==> src/rtl/npu_cmd_pkg.sv <==
// Shared constants and types for the NPU command scheduler: command bytes,
// engine kind encodings, FSM states, status bit positions and queue entry layout.
package npu_cmd_pkg;

    localparam logic [7:0] CMD_NOP     = 8'h00;
    localparam logic [7:0] CMD_WRITE   = 8'h01;
    localparam logic [7:0] CMD_COMPUTE = 8'h02;
    localparam logic [7:0] CMD_READ    = 8'h03;
    localparam logic [7:0] CMD_CLR_ERR = 8'hFF;

    localparam logic [1:0] KIND_WRITE   = 2'd1;
    localparam logic [1:0] KIND_COMPUTE = 2'd2;
    localparam logic [1:0] KIND_READ    = 2'd3;

    typedef enum logic [1:0] {
        ST_IDLE      = 2'd0,
        ST_ISSUE     = 2'd1,
        ST_WAIT_DONE = 2'd2
    } state_e;

    localparam int STAT_BUSY    = 7;
    localparam int STAT_OVF     = 6;
    localparam int STAT_ILLEGAL = 5;
    localparam int STAT_TIMEOUT = 4;
    localparam int STAT_FULL    = 3;

    typedef struct packed {
        logic [1:0] kind;
        logic [2:0] tile_i;
        logic [2:0] tile_j;
        logic [2:0] op;
        logic [7:0] data;
    } cmd_entry_t;

    localparam int ENTRY_W = $bits(cmd_entry_t);

endpackage

==> src/rtl/cmd_fifo.sv <==
// Command queue: synchronous FIFO whose read port always presents the head entry,
// so a pop and the capture of the head happen on the same edge.
module cmd_fifo
    import npu_cmd_pkg::*;
#(
    parameter int DEPTH = 4,
    localparam int AW = (DEPTH > 1) ? $clog2(DEPTH) : 1,
    localparam int CW = $clog2(DEPTH + 1)
) (
    input  logic               clk,
    input  logic               rst_n,
    input  logic               push_i,
    input  logic [ENTRY_W-1:0] wdata_i,
    input  logic               pop_i,
    output logic [ENTRY_W-1:0] rdata_o,
    output logic               full_o,
    output logic               empty_o,
    output logic [CW-1:0]      count_o
);

    logic [ENTRY_W-1:0] mem_q [DEPTH];
    logic [AW-1:0]      wr_ptr_q;
    logic [AW-1:0]      rd_ptr_q;
    logic [CW-1:0]      count_q;
    logic               do_push;
    logic               do_pop;

    assign full_o  = (count_q == CW'(DEPTH));
    assign empty_o = (count_q == '0);
    assign do_push = push_i && !full_o;
    assign do_pop  = pop_i && !empty_o;
    assign rdata_o = mem_q[rd_ptr_q];
    assign count_o = count_q;

    // Pointers wrap naturally because DEPTH is a power of two.
    always_ff @(posedge clk or negedge rst_n) begin
        if (!rst_n) begin
            wr_ptr_q <= '0;
            rd_ptr_q <= '0;
            count_q  <= '0;
        end else begin
            if (do_push) wr_ptr_q <= wr_ptr_q + AW'(1);
            if (do_pop)  rd_ptr_q <= rd_ptr_q + AW'(1);
            case ({do_push, do_pop})
                2'b10:   count_q <= count_q + CW'(1);
                2'b01:   count_q <= count_q - CW'(1);
                default: count_q <= count_q;
            endcase
        end
    end

    always_ff @(posedge clk) begin
        if (do_push) mem_q[wr_ptr_q] <= wdata_i;
    end

endmodule

==> src/rtl/npu_cmd_scheduler.sv <==
// NPU command scheduler: synchronises SPI frames, queues legal commands and
// issues them one at a time to the tile engine over req/ack + done.
module npu_cmd_scheduler
    import npu_cmd_pkg::*;
#(
    parameter int FIFO_DEPTH = 4,
    parameter int TIMEOUT    = 255
) (
    input  logic       clk,
    input  logic       rst_n,
    input  logic       frame_valid,
    input  logic [7:0] frame_cmd,
    input  logic [2:0] frame_tile_i,
    input  logic [2:0] frame_tile_j,
    input  logic [2:0] frame_op,
    input  logic [7:0] frame_data,
    output logic       eng_req,
    output logic [1:0] eng_kind,
    output logic [2:0] eng_op,
    output logic [2:0] eng_tile_i,
    output logic [2:0] eng_tile_j,
    output logic [7:0] eng_data,
    input  logic       eng_ack,
    input  logic       eng_done,
    input  logic [7:0] eng_result,
    output logic [7:0] status,
    output logic [7:0] result,
    output logic       busy
);

    localparam int CW = $clog2(FIFO_DEPTH + 1);
    localparam int TW = $clog2(TIMEOUT + 1);
    localparam logic [TW-1:0] TLAST = TW'(TIMEOUT - 1);

    logic               fv_s1_q, fv_s2_q, fv_s3_q;
    logic               frame_stb;
    logic               push_req, set_ill, clr_err;
    logic [1:0]         push_kind;
    cmd_entry_t         push_entry;
    cmd_entry_t         head_entry;
    logic [ENTRY_W-1:0] fifo_rdata;
    logic               fifo_full, fifo_empty, fifo_pop;
    logic [CW-1:0]      fifo_count;
    state_e             state_q, state_d;
    logic [TW-1:0]      timer_q, timer_d;
    cmd_entry_t         issue_q, issue_d;
    logic               set_to, capture_res;
    logic               ovf_q, ill_q, to_q;
    logic [7:0]         status_q, result_q;
    logic [4:0]         cnt_wide;
    logic [2:0]         cnt_sat;

    always_ff @(posedge clk or negedge rst_n) begin
        if (!rst_n) begin
            fv_s1_q <= 1'b0;
            fv_s2_q <= 1'b0;
            fv_s3_q <= 1'b0;
        end else begin
            fv_s1_q <= frame_valid;
            fv_s2_q <= fv_s1_q;
            fv_s3_q <= fv_s2_q;
        end
    end

    assign frame_stb = fv_s2_q && !fv_s3_q;

    always_comb begin
        push_req  = 1'b0;
        set_ill   = 1'b0;
        clr_err   = 1'b0;
        push_kind = KIND_WRITE;
        if (frame_stb) begin
            case (frame_cmd)
                CMD_NOP:     push_req = 1'b0;
                CMD_WRITE:   begin push_req = 1'b1; push_kind = KIND_WRITE;   end
                CMD_COMPUTE: begin push_req = 1'b1; push_kind = KIND_COMPUTE; end
                CMD_READ:    begin push_req = 1'b1; push_kind = KIND_READ;    end
                CMD_CLR_ERR: clr_err = 1'b1;
                default:     set_ill = 1'b1;
            endcase
        end
    end

    assign push_entry = {push_kind, frame_tile_i, frame_tile_j, frame_op, frame_data};
    assign head_entry = cmd_entry_t'(fifo_rdata);

    cmd_fifo #(.DEPTH(FIFO_DEPTH)) u_fifo (
        .clk     (clk),
        .rst_n   (rst_n),
        .push_i  (push_req),
        .wdata_i (push_entry),
        .pop_i   (fifo_pop),
        .rdata_o (fifo_rdata),
        .full_o  (fifo_full),
        .empty_o (fifo_empty),
        .count_o (fifo_count)
    );

    // Ack/done in the last allowed cycle still beats the timeout.
    always_comb begin
        state_d     = state_q;
        timer_d     = timer_q;
        issue_d     = issue_q;
        fifo_pop    = 1'b0;
        set_to      = 1'b0;
        capture_res = 1'b0;
        case (state_q)
            ST_IDLE: begin
                if (!fifo_empty) begin
                    fifo_pop = 1'b1;
                    issue_d  = head_entry;
                    timer_d  = '0;
                    state_d  = ST_ISSUE;
                end
            end
            ST_ISSUE: begin
                if (eng_ack) begin
                    timer_d = '0;
                    state_d = (issue_q.kind == KIND_WRITE) ? ST_IDLE : ST_WAIT_DONE;
                end else if (timer_q == TLAST) begin
                    set_to  = 1'b1;
                    timer_d = '0;
                    state_d = ST_IDLE;
                end else begin
                    timer_d = timer_q + TW'(1);
                end
            end
            ST_WAIT_DONE: begin
                if (eng_done) begin
                    capture_res = (issue_q.kind == KIND_READ);
                    timer_d     = '0;
                    state_d     = ST_IDLE;
                end else if (timer_q == TLAST) begin
                    set_to  = 1'b1;
                    timer_d = '0;
                    state_d = ST_IDLE;
                end else begin
                    timer_d = timer_q + TW'(1);
                end
            end
            default: state_d = ST_IDLE;
        endcase
    end

    assign cnt_wide = 5'(fifo_count);
    assign cnt_sat  = (cnt_wide > 5'd7) ? 3'd7 : cnt_wide[2:0];

    always_ff @(posedge clk or negedge rst_n) begin
        if (!rst_n) begin
            state_q  <= ST_IDLE;
            timer_q  <= '0;
            issue_q  <= '0;
            ovf_q    <= 1'b0;
            ill_q    <= 1'b0;
            to_q     <= 1'b0;
            status_q <= '0;
            result_q <= '0;
        end else begin
            state_q  <= state_d;
            timer_q  <= timer_d;
            issue_q  <= issue_d;
            ovf_q    <= (push_req && fifo_full) || (ovf_q && !clr_err);
            ill_q    <= set_ill || (ill_q && !clr_err);
            to_q     <= set_to || (to_q && !clr_err);
            status_q[STAT_BUSY]    <= busy;
            status_q[STAT_OVF]     <= ovf_q;
            status_q[STAT_ILLEGAL] <= ill_q;
            status_q[STAT_TIMEOUT] <= to_q;
            status_q[STAT_FULL]    <= fifo_full;
            status_q[2:0]          <= cnt_sat;
            if (capture_res) result_q <= eng_result;
        end
    end

    assign eng_req    = (state_q == ST_ISSUE);
    assign eng_kind   = issue_q.kind;
    assign eng_op     = issue_q.op;
    assign eng_tile_i = issue_q.tile_i;
    assign eng_tile_j = issue_q.tile_j;
    assign eng_data   = issue_q.data;
    assign status     = status_q;
    assign result     = result_q;
    assign busy       = (state_q != ST_IDLE) || !fifo_empty;

endmodule

==> config.mk <==
export PLATFORM = sky130hd
export DESIGN_NAME = npu_cmd_scheduler
export DESIGN_NICKNAME = d
export VERILOG_FILES = /design/src/rtl/npu_cmd_pkg.sv /design/src/rtl/cmd_fifo.sv /design/src/rtl/npu_cmd_scheduler.sv
export SDC_FILE = /design/constraint.sdc
export NUM_CORES = 1
export LEC_CHECK = 0
export ABC_AREA = 1
export ABC_CLOCK_PERIOD_IN_PS = 2350
export CAP_MARGIN = 15
export CORE_MARGIN = 2
export CORE_UTILIZATION = 35
export CTS_BUF_LIST = sky130_fd_sc_hd__clkbuf_4 sky130_fd_sc_hd__clkbuf_8
export DETAILED_ROUTE_END_ITERATION = 8
export SLEW_MARGIN = 20
export SYNTH_ARGS = -nofsm -noshare
export SYNTH_HDL_FRONTEND = slang
export SYNTH_HIERARCHICAL = 1
export SYNTH_SLANG_ARGS = --single-unit
==> constraint.sdc <==
create_clock -name clk -period 2.35 [get_ports clk]
set_input_delay 0.3525 -clock clk [delete_from_list [all_inputs] [get_ports clk]]
set_output_delay 0.3525 -clock clk [all_outputs]
set_load 0.02 [all_outputs]
==> results of run 1 <==
## registers in the layout, summed over array words and instances (netlist names), 2 cells and up
name / flops
eng_data: 8
eng_kind: 2
eng_op: 3
eng_tile_i: 3
eng_tile_j: 3
result: 8
state_q: 2
status: 8
timer_q: 8
u_fifo/count_o: 3
u_fifo/mem_q: 76
u_fifo/rd_ptr_q: 2
u_fifo/wr_ptr_q: 2
## cells by family after synthesis
family                   count (synthesis)  synth area share
adder cells (fa/ha/maj)                 12            0.0272
XOR/XNOR                                 3           0.00453
AO/OA/AOI/OAI                           61            0.0886
flip-flops                             134             0.644
buffers and inverters                   98            0.0714
AND/OR/NAND/NOR                        227             0.165
## final cells by class
type / count / area [um2] / area share
clock buffers: 22 / 278 / 0.0379
clock inverters: 10 / 129 / 0.0176
inverters: 80 / 305 / 0.0416
multi-input cells: 303 / 1660 / 0.227
flip-flops and latches: 134 / 3730 / 0.509
well taps: 220 / 275 / 0.0375
repair buffers: 93 / 946 / 0.129
## metal layers
layer  global-route usage  vias up
met5                    0        -
met2                0.243       82
met3               0.0410       16
met1                0.174     1857
li1                     -     1930
met4               0.0562        0
## synthesized netlist by cell type (all sizes together)
cell / n
buf: 15
nand3: 20
nor3: 1
clkinv: 1
clkbuf: 3
dfrtp: 58
a22oi: 1
ha: 11
nor2: 17
a21oi: 4
o211ai: 39
nand4: 4
fa: 1
xnor2: 1
inv: 79
xor2: 2
nand2: 185
o21bai: 1
edfxtp: 76
o21ai: 16
## power breakdown
part,switching (uW),internal [uW]
registers,176,2780
clock network,835,1110
logic,1700,1040
total,2710,4930
## per-stage QoR
step           hold slack, ps  cell area, um2
3_3_place_gp              313            6910
4_1_cts                   347            7330
3_5_place_dp              319            6910
6_report                  351            7330
2_1_floorplan            56.9            5800
5_1_grt                   360            7330
## path summary, 6_finish.rpt
kind,to,slack [ps],depth (start not counted)
worst max-delay path,u_fifo/count_o[2],210,13
worst min-delay path,fv_s2_q,350,0
worst max register to register,u_fifo/count_o[2],210,13
worst min register to register,fv_s2_q,350,0
max in group asynchronous,eng_op[1],1280,3
min in group asynchronous,timer_q[4],370,2
## repair_timing
item | in CTS | in global routing
gates resized for setup | 1 | 1
endpoints found under the hold margin | 16 | 0
endpoints found under the setup margin | 1 | 1
hold buffers | 1 | 0
cloned | 0 | 0
==> results.json, run 1 <==
{
  "status": "finished, final reports clean",
  "htree_levels": 4,
  "hp-class": "flop to flop",
  "ys_types": 31,
  "synth_top_area_share": 0.393,
  "syn_to_final_growth_pct": 26.4,
  "rsz0062_at_grt": "no",
  "tightestPinTransition_ps": 411,
  "synth_warnings": 6,
  "fillCellCount": 1506,
  "detail_route.first_pass.iterations": 5,
  "io_buffers": 74,
  "max_stage_delay_ps": 430,
  "critical_path.top_delay_family": "adder cells",
  "fmax_mhz": 467,
  "viasPerCell": 4.51,
  "power.density_nw_per_um2": 1040,
  "fin_nets": 679,
  "crit_chain": "inv_1, ha_1, inv_2, nor2_4, nand2_1, inv_1, ha_1, inv_1, fa_1, nand2_1, nand3_1, nand2_1, nand2_1",
  "ant_nets": 0,
  "grt_pass1_wl_mm": 19.8,
  "vias": 3885,
  "clock_skew_ps": 6.53,
  "ir_worst_vdd_mv": 0.692,
  "post-place-cells": 829,
  "met2_length_mm": 5.67,
  "cts_tree": "done",
  "wirelength_met1_mm": 5.33,
  "layout_commonest_cell": "nand2_1",
  "drc": 0,
  "required_ps": 2680,
  "die_h_um": 133,
  "final_util": 0.447,
  "grt_overflow_total": 0,
  "dp_hpwl_mm": 8.13,
  "cap_violations": 0,
  "cts_buffers": 17,
  "post-route-period-util": 0.912,
  "crit_path_end_kind": "flop",
  "period_needed_ps": 2140,
  "setup_slack_ps": 206,
  "fin_tns_setup_ps": 0,
  "slew_viol_final": 0,
  "yosysTopAreaCell": "edfxtp_1",
  "fp.dieW_um": 133,
  "startpoint_type": "flop",
  "crit_slowest_cell": "dfrtp_1",
  "path_buf_inv": 4,
  "first_global_vias": 4132,
  "post_cts_buffers": 0,
  "place_congestion": 0.816,
  "wire_per_inst_um": 13.6,
  "die_area_um2": 17600,
  "syn_nets": 585,
  "crit_top_cell": "nand2_1",
  "grt_use_total": 0.144,
  "layout-drive-gt1-share": 0.146,
  "hold_start": "fv_s1_q",
  "worstPathMaxFanout": 5,
  "worstPathArrival_ps": 2470,
  "pre_cts_slack_ps": -71.8,
  "routed_wl_mm": 11.7,
  "setup_violations": 0,
  "wl_met3_um": 534,
  "crit_start": "state_q[0]",
  "diodes": 0,
  "ys_ff_latch": 134,
  "total_power_uw": 7640,
  "initial_utilization": 0.354,
  "synth-seq-area-share": 0.644,
  "yosys-top-cells-area": "edfxtp_1, dfrtp_1, nand2_1",
  "fin_cells": 862,
  "final_hold_viol_count": 0,
  "num_io_pins": 75,
  "final_cell_mix": "nand2_1, edfxtp_1, inv_1, clkdlybuf4s50_1, dfrtp_1",
  "critical_path_class": "flop to flop",
  "drt_iter0_markers": 213,
  "grt_max_degree": 79,
  "relSlewSlack": 0.726,
  "clock-root-buffer": "clkbuf_8",
  "cts_buffer_depth": 2,
  "highest_layer": "met4",
  "clock_latency_ps": 440,
  "synth_area_per_cell_um2": 10.8,
  "core_um2": 16400,
  "clkTransAtPathRegs_ps": 70,
  "antenna_found_initial": 0,
  "synth_cells": 535,
  "syn_area_um2": 5800,
  "rows": 47,
  "worstReg2RegStart": "state_q[0]",
  "p_leak_uw": 0.00322,
  "clock_sinks": 134
}
Power figures use the tool's default switching activity.
==> run 2, diff against run 1 <==
PLACE_DENSITY = 0.62   (was default)
==> results.json, run 2 (synthesis results as in run 1) <==
{
  "status": "finished, final reports clean",
  "grt_pass1_wl_mm": 19.8,
  "layout_commonest_cell": "nand2_1",
  "ir_worst_vdd_mv": 0.713,
  "slew_viol_final": 0,
  "hold_start": "fv_s1_q",
  "largest_reg_flops": 76,
  "vias": 3939,
  "detail_route.first_pass.iterations": 4,
  "die_area_um2": 17600,
  "fin_nets": 680,
  "fp.dieW_um": 133,
  "io_buffers": 74,
  "routed_wl_mm": 12.0,
  "fmax_mhz": 454,
  "tightestPinTransition_ps": 532,
  "cap_violations": 0,
  "hp-class": "flop to flop",
  "syn_to_final_growth_pct": 26.9,
  "ant_nets": 0,
  "power.density_nw_per_um2": 1050,
  "clock_latency_ps": 430,
  "worstPathMaxFanout": 5,
  "cts_tree": "done",
  "grt_max_degree": 31,
  "setup_violations": 0,
  "htree_levels": 4,
  "num_io_pins": 75,
  "startpoint_type": "flop",
  "required_ps": 2000,
  "layout-drive-gt1-share": 0.151,
  "worstReg2RegStart": "state_q[0]",
  "drt_iter0_markers": 170,
  "grt_overflow_total": 0,
  "place_congestion": 0.788,
  "period_needed_ps": 2200,
  "critical_path.top_delay_family": "buffers and inverters",
  "p_leak_uw": 0.00323,
  "endpoint": "busy",
  "antenna_found_initial": 0,
  "final_hold_viol_count": 0,
  "crit_chain": "inv_1, nand3_2, inv_2, nand2_4, clkdlybuf4s50_1",
  "r2r_slack_ps": 220,
  "initial_utilization": 0.354,
  "cts_buffers": 17,
  "relSlewSlack": 0.645,
  "final_util": 0.449,
  "crit_slowest_cell": "clkdlybuf4s50_1",
  "r2r-end": "u_fifo/count_o[2]",
  "die_h_um": 133,
  "worstPathArrival_ps": 1850,
  "regMostFlops": "u_fifo/mem_q",
  "clock-root-buffer": "clkbuf_8",
  "rsz0062_at_grt": "no",
  "final_cell_mix": "nand2_1, edfxtp_1, clkdlybuf4s50_1",
  "post-route-period-util": 0.937,
  "fin_cells": 863,
  "clock_skew_ps": 15.6,
  "path_buf_inv": 3,
  "post-place-cells": 830,
  "viasPerCell": 4.56,
  "rows": 47,
  "clkTransAtPathRegs_ps": 70,
  "core_um2": 16400,
  "grt_use_total": 0.143,
  "critical_path_class": "flop to primary output",
  "dp_hpwl_mm": 8.23,
  "crit_cells": 5,
  "holdWs_ps": 369,
  "first_global_vias": 4004,
  "wire_per_inst_um": 13.9,
  "r2r_cells": 13,
  "crit_start": "u_fifo/count_o[2]",
  "max_stage_delay_ps": 540,
  "post_cts_buffers": 0,
  "fin_tns_setup_ps": 0,
  "clock_sinks": 134,
  "diodes": 0,
  "drc": 0,
  "crit_path_end_kind": "primary output",
  "cts_buffer_depth": 2
}
## run 2: worst min path at each step
stage               cells past startpoint          end
floorplan                               0  eng_data[0]
global placement                        1    result[5]
detailed placement                      1    result[1]
CTS                                     1      fv_s1_q
global route                            1      fv_s1_q
finish                                  0      fv_s2_q
## run 2: layout make-up
cell class	count	area, um2
sequential	134	3730
fill	1507	9040
timing repair buffer	94	963
multi-input combinational	303	1670
clock inverter	9	129
clock buffer	23	285
inverter	80	305
tap	220	275
## run 2: metal layers
| layer | track usage | routed length (um) | vias up |
|---|---|---|---|
| met1 | 0.183 | 5520 | 1888 |
| met2 | 0.234 | 5610 | 102 |
| met5 | 0 | 0 | - |
| met3 | 0.0414 | 639 | 20 |
| li1 | - | - | 1929 |
| met4 | 0.0508 | 225 | 0 |
## run 2: where the power goes
group / leakage [uW] / total, uW / switching (uW) / internal [uW]
clock: 0.000213 / 1990 / 855 / 1130
combinational: 0.00160 / 2820 / 1740 / 1090
sequential: 0.00142 / 2960 / 176 / 2780
total: 0.00323 / 7770 / 2770 / 5000
## run 2: metrics by stage
stage          worst slack (ps)  instance area (um2)  power (uW)
2_1_floorplan               105                 5800        4850
3_3_place_gp              -19.5                 6930        5760
3_5_place_dp              -82.6                 6930        5830
4_1_cts                    30.4                 7360        7860
5_1_grt                    6.45                 7360        8260
6_report                    147                 7360        7770
## run 2: worst reg2reg max path: stages (launching register included)
cell and delay [ps]:
dfrtp_1 430, inv_1 100, ha_2 230, inv_2 60, nor2_4 90, nand2_1 110
inv_1 80, ha_1 160, inv_1 80, fa_1 390, nand2_1 100, nand3_1 90
nand2_1 60, nand2_1 40
## run 2: repair_timing
action	4_1_cts	5_1_grt
hold buffers	1	0
endpoints found under the setup margin	1	2
resized for setup	1	2
pin swaps	0	0
hold endpoints to repair	15	0
==> run 3, diff against run 2 <==
ABC_CLOCK_PERIOD_IN_PS = 2100   (was 2350)
clock period = 2.1 ns   (was 2.35 ns; I/O delays follow)
==> results.json, run 3 (synthesis results as in run 1) <==
{
  "status": "finished, final reports clean",
  "total_power_uw": 8830,
  "rows": 47,
  "relSlewSlack": 0.618,
  "die_area_um2": 17600,
  "viasPerCell": 4.61,
  "core_um2": 16400,
  "clock_skew_ps": 13.6,
  "regArea_um2": 3730,
  "antenna_found_initial": 0,
  "wire_per_inst_um": 14.2,
  "clkTransAtPathRegs_ps": 80,
  "worstPathArrival_ps": 2390,
  "io_buffers": 74,
  "final_cell_mix": "nand2_1, edfxtp_1, clkdlybuf4s50_1",
  "vias": 4022,
  "fp.dieW_um": 133,
  "crit_chain": "inv_1, nand3_4, inv_2, nor2_4, nand2_1, inv_1, ha_1, inv_1, fa_1, nand2_1, nand3_1, nand2_1, nand2_1",
  "layout_commonest_cell": "nand2_1",
  "grt_max_degree": 45,
  "power.density_nw_per_um2": 1190,
  "diodes": 0,
  "grt_overflow_total": 0,
  "fin_nets": 689,
  "initial_utilization": 0.354,
  "ant_nets": 0,
  "num_io_pins": 75,
  "placed_area_um2": 6890,
  "detail_route.first_pass.iterations": 4,
  "clock-root-buffer": "clkbuf_8",
  "post-route-period-util": 0.977,
  "multi_input_area_um2": 1700,
  "fillCellCount": 1491,
  "setup_violations": 0,
  "startpoint_type": "flop",
  "post-place-cells": 834,
  "final_util": 0.450,
  "crit_slowest_cell": "dfrtp_1",
  "grt_use_total": 0.149,
  "fmax_mhz": 488,
  "htree_levels": 4,
  "period_needed_ps": 2050,
  "crit_top_cell": "nand2_1",
  "ir_worst_vdd_mv": 0.618,
  "clock_latency_ps": 440,
  "clock_sinks": 134,
  "cts_buffers": 17,
  "max_stage_delay_ps": 400,
  "crit_path_end_kind": "flop",
  "die_h_um": 133,
  "cts_tree": "done",
  "largest_reg_flops": 76,
  "grt_pass1_wl_mm": 20.6,
  "layout-drive-gt1-share": 0.169,
  "fin_cells": 872,
  "drt_iter0_markers": 171,
  "routed_wl_mm": 12.4,
  "first_global_vias": 4221,
  "regMostFlops": "u_fifo/mem_q",
  "pre_cts_slack_ps": -315,
  "cap_violations": 0,
  "place_congestion": 0.764,
  "drc": 0,
  "final_hold_viol_count": 0,
  "worstPathMaxFanout": 4,
  "p_leak_uw": 0.00327,
  "syn_to_final_growth_pct": 27.4,
  "hp-class": "input port to flop",
  "critical_path_class": "flop to flop",
  "required_ps": 2440,
  "cts_buffer_depth": 2,
  "slew_viol_final": 0,
  "setup_slack_ps": 49.2,
  "dp_hpwl_mm": 8.48,
  "tightestPinTransition_ps": 573,
  "design_area_um2": 7390
}
run 3: cell count changes in the layout (fill, tap and decap cells not counted), sizes merged, moves of 2 or more:
| cell | before | now |
|---|---|---|
| buf | 20 | 29 |
| inv | 79 | 86 |
| clkbuf | 23 | 17 |
| clkdlybuf4s50 | 73 | 71 |
run 3: per-layer routing:
layer  share of wire  up-vias  track usage
li1                -     1958            -
met1            0.43     1938        0.179
met2            0.50      110        0.248
met3           0.059       16       0.0498
met4           0.015        0       0.0562
met5               0        -            0
run 3: timing repair:
item / in CTS / in global routing
setup buffers: 1 / 4
resized for setup: 4 / 7
endpoints found under the setup margin: 2 / 4
hold buffers: 1 / 0
hold endpoints to repair: 22 / 0
run 3: cell type report:
type                            instances  share of cell area
Tap cell                              220              0.0372
Inverter                               80              0.0413
Clock buffer                           17              0.0317
Clock inverter                         15              0.0257
Multi-Input combinational cell        303               0.229
Sequential cell                       134               0.505
Timing Repair Buffer                  103               0.130
run 3: final timing paths:
path	start	endpoint	slack, ps	cells past startpoint
min reg2reg	fv_s1_q	fv_s2_q	370	0
min	frame_valid	fv_s1_q	320	1
min in group asynchronous	rst_n	timer_q[7]	400	2
max reg2reg	u_fifo/count_o[2]	u_fifo/count_o[2]	50	13
max	u_fifo/count_o[2]	u_fifo/count_o[2]	50	13
max in group asynchronous	rst_n	eng_tile_i[1]	940	3
run 3: report_power, final:
part           leakage (uW)  internal (uW)  switching [uW]
sequential          0.00142           3110             208
clock              0.000213           1210            1090
combinational       0.00163           1260            1960
run 3: critical path, delay by kind of cell, from the launching register on:
kind / cells / cell delay [ps]
adder cells (fa/ha/maj): 2 / 550
flip-flops: 1 / 400
buffers and inverters: 4 / 320
AND/OR/NAND/NOR: 7 / 660
run 3: metrics by stage:
step	hold slack, ps	TNS (ps)
after CTS	295	0
after floorplan	19.4	-8180
after global placement	329	-6340
after detailed placement	343	-12690
final	324	0
after global routing	298	-31.5
